**src/rtl/el_pkg.sv**
```systemverilog
// Shared types for the multi-rail bridge: FSM state encodings and digit
// code classes, plus a helper that classifies a digit by its rail count.
package el_pkg;

    typedef enum logic {
        RX_DATA = 1'b0,
        RX_NULL = 1'b1
    } rx_state_e;

    typedef enum logic [1:0] {
        TX_IDLE = 2'd0,
        TX_ACK  = 2'd1,
        TX_REL  = 2'd2
    } tx_state_e;

    typedef enum logic [1:0] {
        CODE_NULL    = 2'd0,
        CODE_VALID   = 2'd1,
        CODE_ILLEGAL = 2'd2
    } code_e;

    function automatic code_e classify_digit(input int ones);
        if (ones == 0) begin
            return CODE_NULL;
        end else if (ones == 1) begin
            return CODE_VALID;
        end else begin
            return CODE_ILLEGAL;
        end
    endfunction

endpackage

```
**src/rtl/el_fifo.sv**
```systemverilog
// Circular word buffer between the receive and transmit sides; head word is
// presented combinationally, occupancy is a registered count.
module el_fifo #(
    parameter int WIDTH = 4,
    parameter int DEPTH = 4
) (
    input  logic                       clk,
    input  logic                       rst,
    input  logic                       push,
    input  logic                       pop,
    input  logic [WIDTH-1:0]           wdata,
    output logic [WIDTH-1:0]           rdata,
    output logic                       full,
    output logic                       empty,
    output logic [$clog2(DEPTH+1)-1:0] level
);

    localparam int PW = $clog2(DEPTH);
    localparam int LW = $clog2(DEPTH + 1);

    logic [WIDTH-1:0] mem_q [DEPTH];
    logic [PW-1:0]    wrPtr_q;
    logic [PW-1:0]    rdPtr_q;
    logic [LW-1:0]    level_q;
    logic             doPush;
    logic             doPop;

    function automatic logic [PW-1:0] nextPtr(input logic [PW-1:0] ptr);
        if (ptr == PW'(DEPTH - 1)) begin
            return '0;
        end
        return ptr + PW'(1);
    endfunction

    assign full   = (level_q == LW'(DEPTH));
    assign empty  = (level_q == '0);
    assign doPush = push && !full;
    assign doPop  = pop && !empty;
    assign rdata  = mem_q[rdPtr_q];
    assign level  = level_q;

    always_ff @(posedge clk) begin
        if (rst) begin
            wrPtr_q <= '0;
            rdPtr_q <= '0;
            level_q <= '0;
        end else begin
            if (doPush) begin
                wrPtr_q <= nextPtr(wrPtr_q);
            end
            if (doPop) begin
                rdPtr_q <= nextPtr(rdPtr_q);
            end
            case ({doPush, doPop})
                2'b10:   level_q <= level_q + LW'(1);
                2'b01:   level_q <= level_q - LW'(1);
                default: level_q <= level_q;
            endcase
        end
    end

    // Storage needs no reset: emptiness is defined by the pointers and count.
    always_ff @(posedge clk) begin
        if (doPush) begin
            mem_q[wrPtr_q] <= wdata;
        end
    end

endmodule

```
**src/rtl/el_sync_bridge.sv**
```systemverilog
// Bridges a four-phase multi-rail link into a clocked domain and back out,
// buffering complete words and flagging illegal codes.
module el_sync_bridge
    import el_pkg::*;
#(
    parameter int LINK_WIDTH  = 2,
    parameter int RAIL_NUM    = 2,
    parameter int PIPE_DEPTH  = 4,
    parameter int SYNC_STAGES = 2
) (
    input  logic                                clk,
    input  logic                                rst,
    input  logic [LINK_WIDTH*RAIL_NUM-1:0]      in,
    output logic                                ack_o,
    output logic [LINK_WIDTH*RAIL_NUM-1:0]      out,
    input  logic                                ack_i,
    output logic                                err,
    output logic [$clog2(PIPE_DEPTH+1)-1:0]     level
);

    localparam int W = LINK_WIDTH * RAIL_NUM;

    logic [W-1:0]             inSync_q [SYNC_STAGES];
    logic [SYNC_STAGES-1:0]   ackSync_q;
    logic [W-1:0]             syncWord;
    logic                     ackSync;

    logic                     wordData;
    logic                     wordNull;
    logic                     wordIllegal;
    logic                     anyNull;
    logic                     anyIllegal;

    rx_state_e                rxState_q, rxState_d;
    tx_state_e                txState_q, txState_d;
    logic                     ack_q, ack_d;
    logic                     err_q, err_d;
    logic [W-1:0]             out_q, out_d;

    logic                     fifoPush;
    logic                     fifoPop;
    logic                     fifoFull;
    logic                     fifoEmpty;
    logic [W-1:0]             fifoHead;

    always_ff @(posedge clk) begin
        if (rst) begin
            for (int k = 0; k < SYNC_STAGES; k++) begin
                inSync_q[k] <= '0;
            end
            ackSync_q <= '0;
        end else begin
            inSync_q[0] <= in;
            for (int k = 1; k < SYNC_STAGES; k++) begin
                inSync_q[k] <= inSync_q[k-1];
            end
            ackSync_q <= {ackSync_q[SYNC_STAGES-2:0], ack_i};
        end
    end

    assign syncWord = inSync_q[SYNC_STAGES-1];
    assign ackSync  = ackSync_q[SYNC_STAGES-1];

    // An illegal digit only counts once every digit has left NULL, so a word
    // still mid-transition is never mistaken for corruption.
    always_comb begin
        wordData   = 1'b1;
        wordNull   = 1'b1;
        anyNull    = 1'b0;
        anyIllegal = 1'b0;
        for (int d = 0; d < LINK_WIDTH; d++) begin
            case (classify_digit($countones(syncWord[d*RAIL_NUM +: RAIL_NUM])))
                CODE_NULL: begin
                    wordData = 1'b0;
                    anyNull  = 1'b1;
                end
                CODE_VALID: begin
                    wordNull = 1'b0;
                end
                default: begin
                    wordData   = 1'b0;
                    wordNull   = 1'b0;
                    anyIllegal = 1'b1;
                end
            endcase
        end
        wordIllegal = anyIllegal && !anyNull;
    end

    always_comb begin
        rxState_d = rxState_q;
        ack_d     = ack_q;
        err_d     = err_q;
        fifoPush  = 1'b0;
        case (rxState_q)
            RX_DATA: begin
                ack_d = 1'b0;
                if (wordData && !fifoFull) begin
                    fifoPush  = 1'b1;
                    ack_d     = 1'b1;
                    rxState_d = RX_NULL;
                end else if (wordIllegal) begin
                    err_d     = 1'b1;
                    ack_d     = 1'b1;
                    rxState_d = RX_NULL;
                end
            end
            RX_NULL: begin
                ack_d = 1'b1;
                if (wordNull) begin
                    ack_d     = 1'b0;
                    rxState_d = RX_DATA;
                end
            end
            default: begin
                ack_d     = 1'b0;
                rxState_d = RX_DATA;
            end
        endcase
    end

    always_comb begin
        txState_d = txState_q;
        out_d     = out_q;
        fifoPop   = 1'b0;
        case (txState_q)
            TX_IDLE: begin
                if (!fifoEmpty && !ackSync) begin
                    out_d     = fifoHead;
                    fifoPop   = 1'b1;
                    txState_d = TX_ACK;
                end
            end
            TX_ACK: begin
                if (ackSync) begin
                    out_d     = '0;
                    txState_d = TX_REL;
                end
            end
            TX_REL: begin
                if (!ackSync) begin
                    txState_d = TX_IDLE;
                end
            end
            default: begin
                out_d     = '0;
                txState_d = TX_IDLE;
            end
        endcase
    end

    always_ff @(posedge clk) begin
        if (rst) begin
            rxState_q <= RX_DATA;
            txState_q <= TX_IDLE;
            ack_q     <= 1'b0;
            err_q     <= 1'b0;
            out_q     <= '0;
        end else begin
            rxState_q <= rxState_d;
            txState_q <= txState_d;
            ack_q     <= ack_d;
            err_q     <= err_d;
            out_q     <= out_d;
        end
    end

    el_fifo #(
        .WIDTH (W),
        .DEPTH (PIPE_DEPTH)
    ) u_fifo (
        .clk   (clk),
        .rst   (rst),
        .push  (fifoPush),
        .pop   (fifoPop),
        .wdata (syncWord),
        .rdata (fifoHead),
        .full  (fifoFull),
        .empty (fifoEmpty),
        .level (level)
    );

    assign ack_o = ack_q;
    assign out   = out_q;
    assign err   = err_q;

endmodule

```
**config.mk**
```make
export PLATFORM = sky130hd
export DESIGN_NAME = el_sync_bridge
export DESIGN_NICKNAME = d
export VERILOG_FILES = /design/src/rtl/el_pkg.sv /design/src/rtl/el_fifo.sv /design/src/rtl/el_sync_bridge.sv
export SDC_FILE = /design/constraint.sdc
export NUM_CORES = 1
export LEC_CHECK = 0
export BUFFER_PORTS_ARGS = -buffer_cell sky130_fd_sc_hd__clkbuf_2
export CAP_MARGIN = 20
export CORE_MARGIN = 3
export CORE_UTILIZATION = 35
export DETAILED_ROUTE_END_ITERATION = 16
export GPL_TIMING_DRIVEN = 0
export SLEW_MARGIN = 20
export SYNTH_ARGS = -nofsm -noshare
export SYNTH_HDL_FRONTEND = slang
export SYNTH_SLANG_ARGS = --single-unit
```
**constraint.sdc**
```tcl
create_clock -name clk -period 2.9 [get_ports clk]
set_input_delay 0.58 -clock clk [delete_from_list [all_inputs] [get_ports clk]]
set_output_delay 0.58 -clock clk [all_outputs]
set_load 0.005 [all_outputs]
```
# After elaboration in Yosys (flattened, before gate mapping)

Memories as Yosys holds them, arrays and structs flattened. A register that Yosys moved wholly into a read port is not among the register bits.
Index checks and enable logic that the tools add are counted.

Add/sub/neg operators: 6
Equal/unequal tests: 14
Muxes and demuxes: 46
Bitwise operators: 5
Reductions and logical operators: 21

Operators with widths:

| kind                                              | number |
|---|---|
| zero test 32 bit                                  | 2 |
| 2-to-1 mux 2 bit                                  | 13 |
| 2-to-1 mux 1 bit                                  | 25 |
| 2-to-1 mux 4 bit                                  | 4 |
| == test 2 x 1 -> 1 bit (second input constant)    | 6 |
| case mux 4 bit (3 select lines)                   | 1 |
| AND reduction 3 bit                               | 3 |
| == test 2 bit (second input constant)             | 4 |
| zero test 2 bit                                   | 3 |
| inequality test 2 bit (second input constant)     | 3 |
| case mux 2 bit (3 select lines)                   | 1 |
| case mux 3 bit (2 select lines)                   | 1 |
| logical AND 1 bit                                 | 5 |
| adder 1 x 1 -> 2 bit                              | 2 |
| adder 2 x 1 -> 2 bit (second input constant)      | 2 |
| zero test 1 bit                                   | 4 |
| OR reduction 2 bit                                | 2 |
| adder 3 x 1 -> 3 bit (second input constant)      | 1 |
| == test 3 bit (second input constant)             | 1 |
| zero test 3 bit                                   | 1 |
| inverter 1 bit                                    | 3 |
| subtractor 3 x 1 -> 3 bit (second input constant) | 1 |
| bitwise OR 1 bit                                  | 2 |
| case mux 1 bit (2 select lines)                   | 1 |
| nonzero test 2 bit                                | 1 |

Flip-flop bits (word level): 17
Memory bits (writable): 24
Bits of input ports: 7
Logic and storage cells: 102
Memories kept: 2

Memories:

| name         | depth | bits a word | read ports | clocked after Yosys merged registers in | wr ports | line                 | text |
|---|---|---|---|---|---|---|---|
| u_fifo.mem_q | 4     | 4           | 1          | 1                                       | 1        | el_fifo.sv:21        | `logic [WIDTH-1:0] mem_q [DEPTH];` |
| inSync_q     | 2     | 4           | 2          | 0                                       | 2        | el_sync_bridge.sv:23 | `logic [W-1:0] inSync_q [SYNC_STAGES];` |

# Longest topological paths before layout

Depth in word-level cells: 14
Depth in mapped cells: 11

# By module

From an unflattened synthesis, not the netlist that was laid out.

Cells, all modules: 139
Area total of the unflattened synthesis: 1750.4 µm²

By module, submodules not included:

| module         | instances | cells each | area an instance (µm²) | seq. area each (µm²) |
|---|---|---|---|---|
| el_fifo        | 1         | 72         | 1079.8                 | 660.6 |
| el_sync_bridge | 1         | 67         | 670.6                  | 360.3 |

# Worst setup path after synthesis

Ideal clock, no wire load.

Kind: register -> register
Start: mem inSync_q[0][6] (netlist name)
End: reg u_fifo.level_q[2], in the netlist u_fifo.level[2]
Library setup time: 70 ps
Arrival: 2048 ps
Data required time: 2830 ps
Slack: 782 ps
Cell stages (with the launch flop): 12
Buffers on the path: 0
Clock period less this slack: 2118 ps
Cells stage by stage: dfxtp_1 > inv_1 > ha_1 > nand3b_1 > nor2_1 > inv_1 > ha_1 > inv_1 > fa_1 > xor2_1 > or3_1 > a21oi_1

RTL lines:

| what                   | line                 | text |
|---|---|---|
| start: declaration     | el_sync_bridge.sv:23 |  |
| end signal: assignment | el_fifo.sv:55        | `2'b10: level_q <= level_q + LW'(1);` |
| end signal: assignment | el_fifo.sv:56        | `2'b01: level_q <= level_q - LW'(1);` |
| end signal: assignment | el_fifo.sv:57        | `default: level_q <= level_q;` |
| end: declaration       | el_fifo.sv:24        | `logic [LW-1:0] level_q;` |

==> results by group <==
Run status
  – Status: complete, no violations

Clock network
  – Post-CTS resize count: 0
  – CTS buffer count: 5
  – Clock Sink Count: 43
  – Hold buffers post-CTS: 0
  – Setup bufs post-CTS: 0
  – Max H-tree Level: 2
  – Clock transition at the registers of the reported paths: 0.08 ns
  – CTS tree: yes
  – Clk_lat worst skew: 0.29 ns
  – Root Buffer: clkbuf_8
  – Max Root-Sink Buffers: 2

Finish
  – Fillers: 472
  – Seq. cell area: 1020 um2
  – Post-Layout Cell Count: 239
  – Final nets: 189
  – Finished Core Util: 42.6%
  – Multi-input logic area: 709 um2
  – Area Growth Syn to Fin: 14.6%
  – N_diodes: 0
  – Proportion of layout cells with a drive suffix above 1: 15.1%

Detailed routing
  – DRT iter0 DRCs: 47
  – WL final: 2990 um
  – Residual DRC: 0
  – DRT Pass-1 Iters: 4
  – Vias per cell: 4.72
  – Final antenna-violating net count: 0
  – Wire per inst: 12.5 um
  – Via Count: 1,129

Synthesis
  – Adder-cell share of the synthesized area: 8.11%
  – FF+latch count, synth: 43
  – Largest family of logic cells by synthesized area: simple AND/OR/NAND/NOR gates
  – Sequential fraction of the synthesis area: 57.1%
  – Synth warn: 0
  – Post-Syn Area: 1790 um2
  – Simple-gate share of the synthesized area: 14.1%
  – XOR/XNOR Fraction of Synth Area: 1.47%
  – Syn nets: 168
  – Syn Area/Cell: 11.9 um2
  – Post-synthesis mux area share: 4.48%
  – Post-Synthesis Cells: 150
  – Compound-Gate Fraction of Synth Area: 11.5%
  – Cell variety after synth: 37

Power and ir drop
  – Leak Pwr: 0.000786 uW
  – Pwr Density: 747 nW/um2
  – Peak supply drop: 0.286 mV

Min path
  – Hold Crit Endpoint: inSync_q[0][7]
  – Worst Hold Depth: 1
  – Min-Delay Startpoint: inSync_q[0][3]
  – Hold crit path type: reg -> reg

Timing
  – Slew Limit Fails: 0
  – Min cycle time layout: 2.35 ns
  – Setup TNS Final: 0 ns
  – Rel. slew slack: 55.0%
  – Final Setup Violations: 0
  – Count of final hold-check violations: 0
  – Clk_skew: 0.00317 ns
  – RSZ-0062 raised after global routing: no
  – Worst Hold Slack: 0.437 ns
  – Final setup margin: 0.553 ns
  – Fin crit share: 80.9%
  – Slew @ Worst Pin: 0.669 ns
  – Max frequency: 426 MHz

Place
  – # port buffers: 14
  – Placed cell count: 231
  – Hpwl dp: 2230 um
  – Setup WS pre-CTS: 0.563 ns
  – Final RePlAce weighted congestion: 0.773

Critical path
  – CP Max Fanout: 6
  – Crit path kind: reg -> reg
  – Startpoint Class: register
  – FF-to-FF Start: inSync_q[0][4]
  – Worst R2R End: u_fifo.level[2]
  – Worst reg-to-reg setup slack: 0.55 ns
  – Reg2Reg Depth: 11
  – Setup crit end kind: register
  – CP arrival: 2.57 ns
  – Critical Path RT: 3.12 ns

Global route
  – Largest net degree at the start of global routing: 14
  – First-pass GRT wire length: 5130 um
  – Remaining Overflow, GRT: 0
  – Initial antenna violation count: 0
  – GRT Resource Usage Total: 11.0%
  – Vias in the first global route: 1,100

Floorplan
  – CORE AREA: 4820 um2
  – Die ar.: 6010 um2
  – Initial core utilization: 37.1%
  – Chip Height: 77.5 um
  – Die X: 77.5 um
  – Rows: 25
  – Num ports: 16

Flow run
  – Max-cap violations: 0
==> report_power, final <==
group / internal (uW) / total, uW / switching [uW]
Sequential: 673 / 717 / 43.2
Combinational: 171 / 365 / 193
Clock: 252 / 451 / 199
==> worst max-delay path: stages (launching register included) <==
cell	delay [ns]
dfxtp_1	0.44
inv_1	0.07
ha_1	0.31
nand3b_1	0.11
nor2_1	0.06
inv_1	0.06
ha_1	0.18
inv_1	0.06
fa_1	0.37
xor2_1	0.16
or3_1	0.30
a21oi_1	0.15
==> Yosys cell counts <==
cell type   n  area (um2)
buf_2       1        5.00
nand2b_1    1        6.26
a21oi_1     5        25.0
o31ai_1     1        7.51
a211oi_1    8        60.1
ha_1       10         125
nor3_1      3        15.0
or3_1       3        18.8
xnor2_1     1        8.76
o21a_1      2        15.0
dfxtp_1    27         541
a31oi_1     1        6.26
o22a_1      4        35.0
and3b_1     1        8.76
o41ai_2     1        16.3
and3_1      5        31.3
nor2b_1    10        62.6
or4_1       1        7.51
mux2i_1     8        80.1
nand3_1     3        15.0
o21ai_0     5        25.0
or3b_4      1        11.3
inv_1      10        37.5
nor3b_1     2        15.0
nor4_1      1        6.26
xor2_1      2        17.5
o31a_1      1        8.76
clkbuf_1    2        7.51
fa_1        1        20.0
or3b_1      1        8.76
clkbuf_2    1        5.00
or3_4       1        11.3
nand3b_1    1        7.51
nor2_1      7        26.3
edfxtp_1   16         480
buf_1       1        3.75
a21o_1      1        7.51
==> per-stage QoR <==
step	power, uW	area, um2
after CTS	1550	2050
after global placement	1080	1940
after global routing	1630	2050
after floorplan	1000	1790
after detailed placement	1100	1940
final	1530	2050
==> routing by layer <==
layer	up-vias	GRT usage (%)	part of all wire [%]
li1	582	-	-
met1	524	13.3	45
met2	18	17.4	49
met3	5	4.18	4.6
met4	0	4.45	1.4
met5	-	0	0
==> cells by family (layout without fill, tap and decap cells) <==
logic type | after synthesis | in the layout
AND/OR/NAND/NOR | 41 | 41
multiplexers | 8 | 8
AO/OA/AOI/OAI | 29 | 29
buffers and inverters | 15 | 37
XOR/XNOR | 3 | 3
adder cells (fa/ha/maj) | 11 | 11
flip-flops | 43 | 43
==> worst max-delay path by stage <==
stage	from	to	slack (ns)	cells after the start
final	inSync_q[0][4]	u_fifo.level[2]	0.55	11
after global routing	inSync_q[0][6]	u_fifo.level[2]	0.39	11
after global placement	inSync_q[0][6]	u_fifo.level[2]	0.63	11
after detailed placement	inSync_q[0][4]	u_fifo.level[2]	0.56	11
after floorplan	inSync_q[0][6]	u_fifo.level[2]	0.78	11
after CTS	inSync_q[0][6]	u_fifo.level[2]	0.53	11
==> cell type report <==
class | instances | area share [%]
flip-flops and latches | 43 | 49.8
multi-input cells | 92 | 34.6
well taps | 67 | 4.09
repair buffers | 14 | 3.42
clock buffers | 5 | 3.36
clock inverters | 3 | 1.89
inverters | 10 | 1.83
plain buffers | 5 | 1.04
==> flip-flops by register name (all words and copies together) (netlist names), named ones only <==
signal	count
u_fifo.mem_q	16
inSync_q	8
out	4
u_fifo.level	3
ackSync_q	2
txState_q	2
u_fifo.rdPtr_q	2
u_fifo.wrPtr_q	2
ack_o	1
err	1
==> cell usage in the layout (no fill, tap or decap), types with 5 or more instances in the layout <==
cell type / n
inv_1: 10
and3_1: 5
o21ai_0: 5
ha_1: 10
nor2_1: 7
dfxtp_1: 27
nor2b_1: 10
mux2i_1: 8
edfxtp_1: 16
clkbuf_8: 5
clkbuf_2: 15
a21oi_1: 5
a211oi_1: 8
Power figures use the tool's default switching activity.
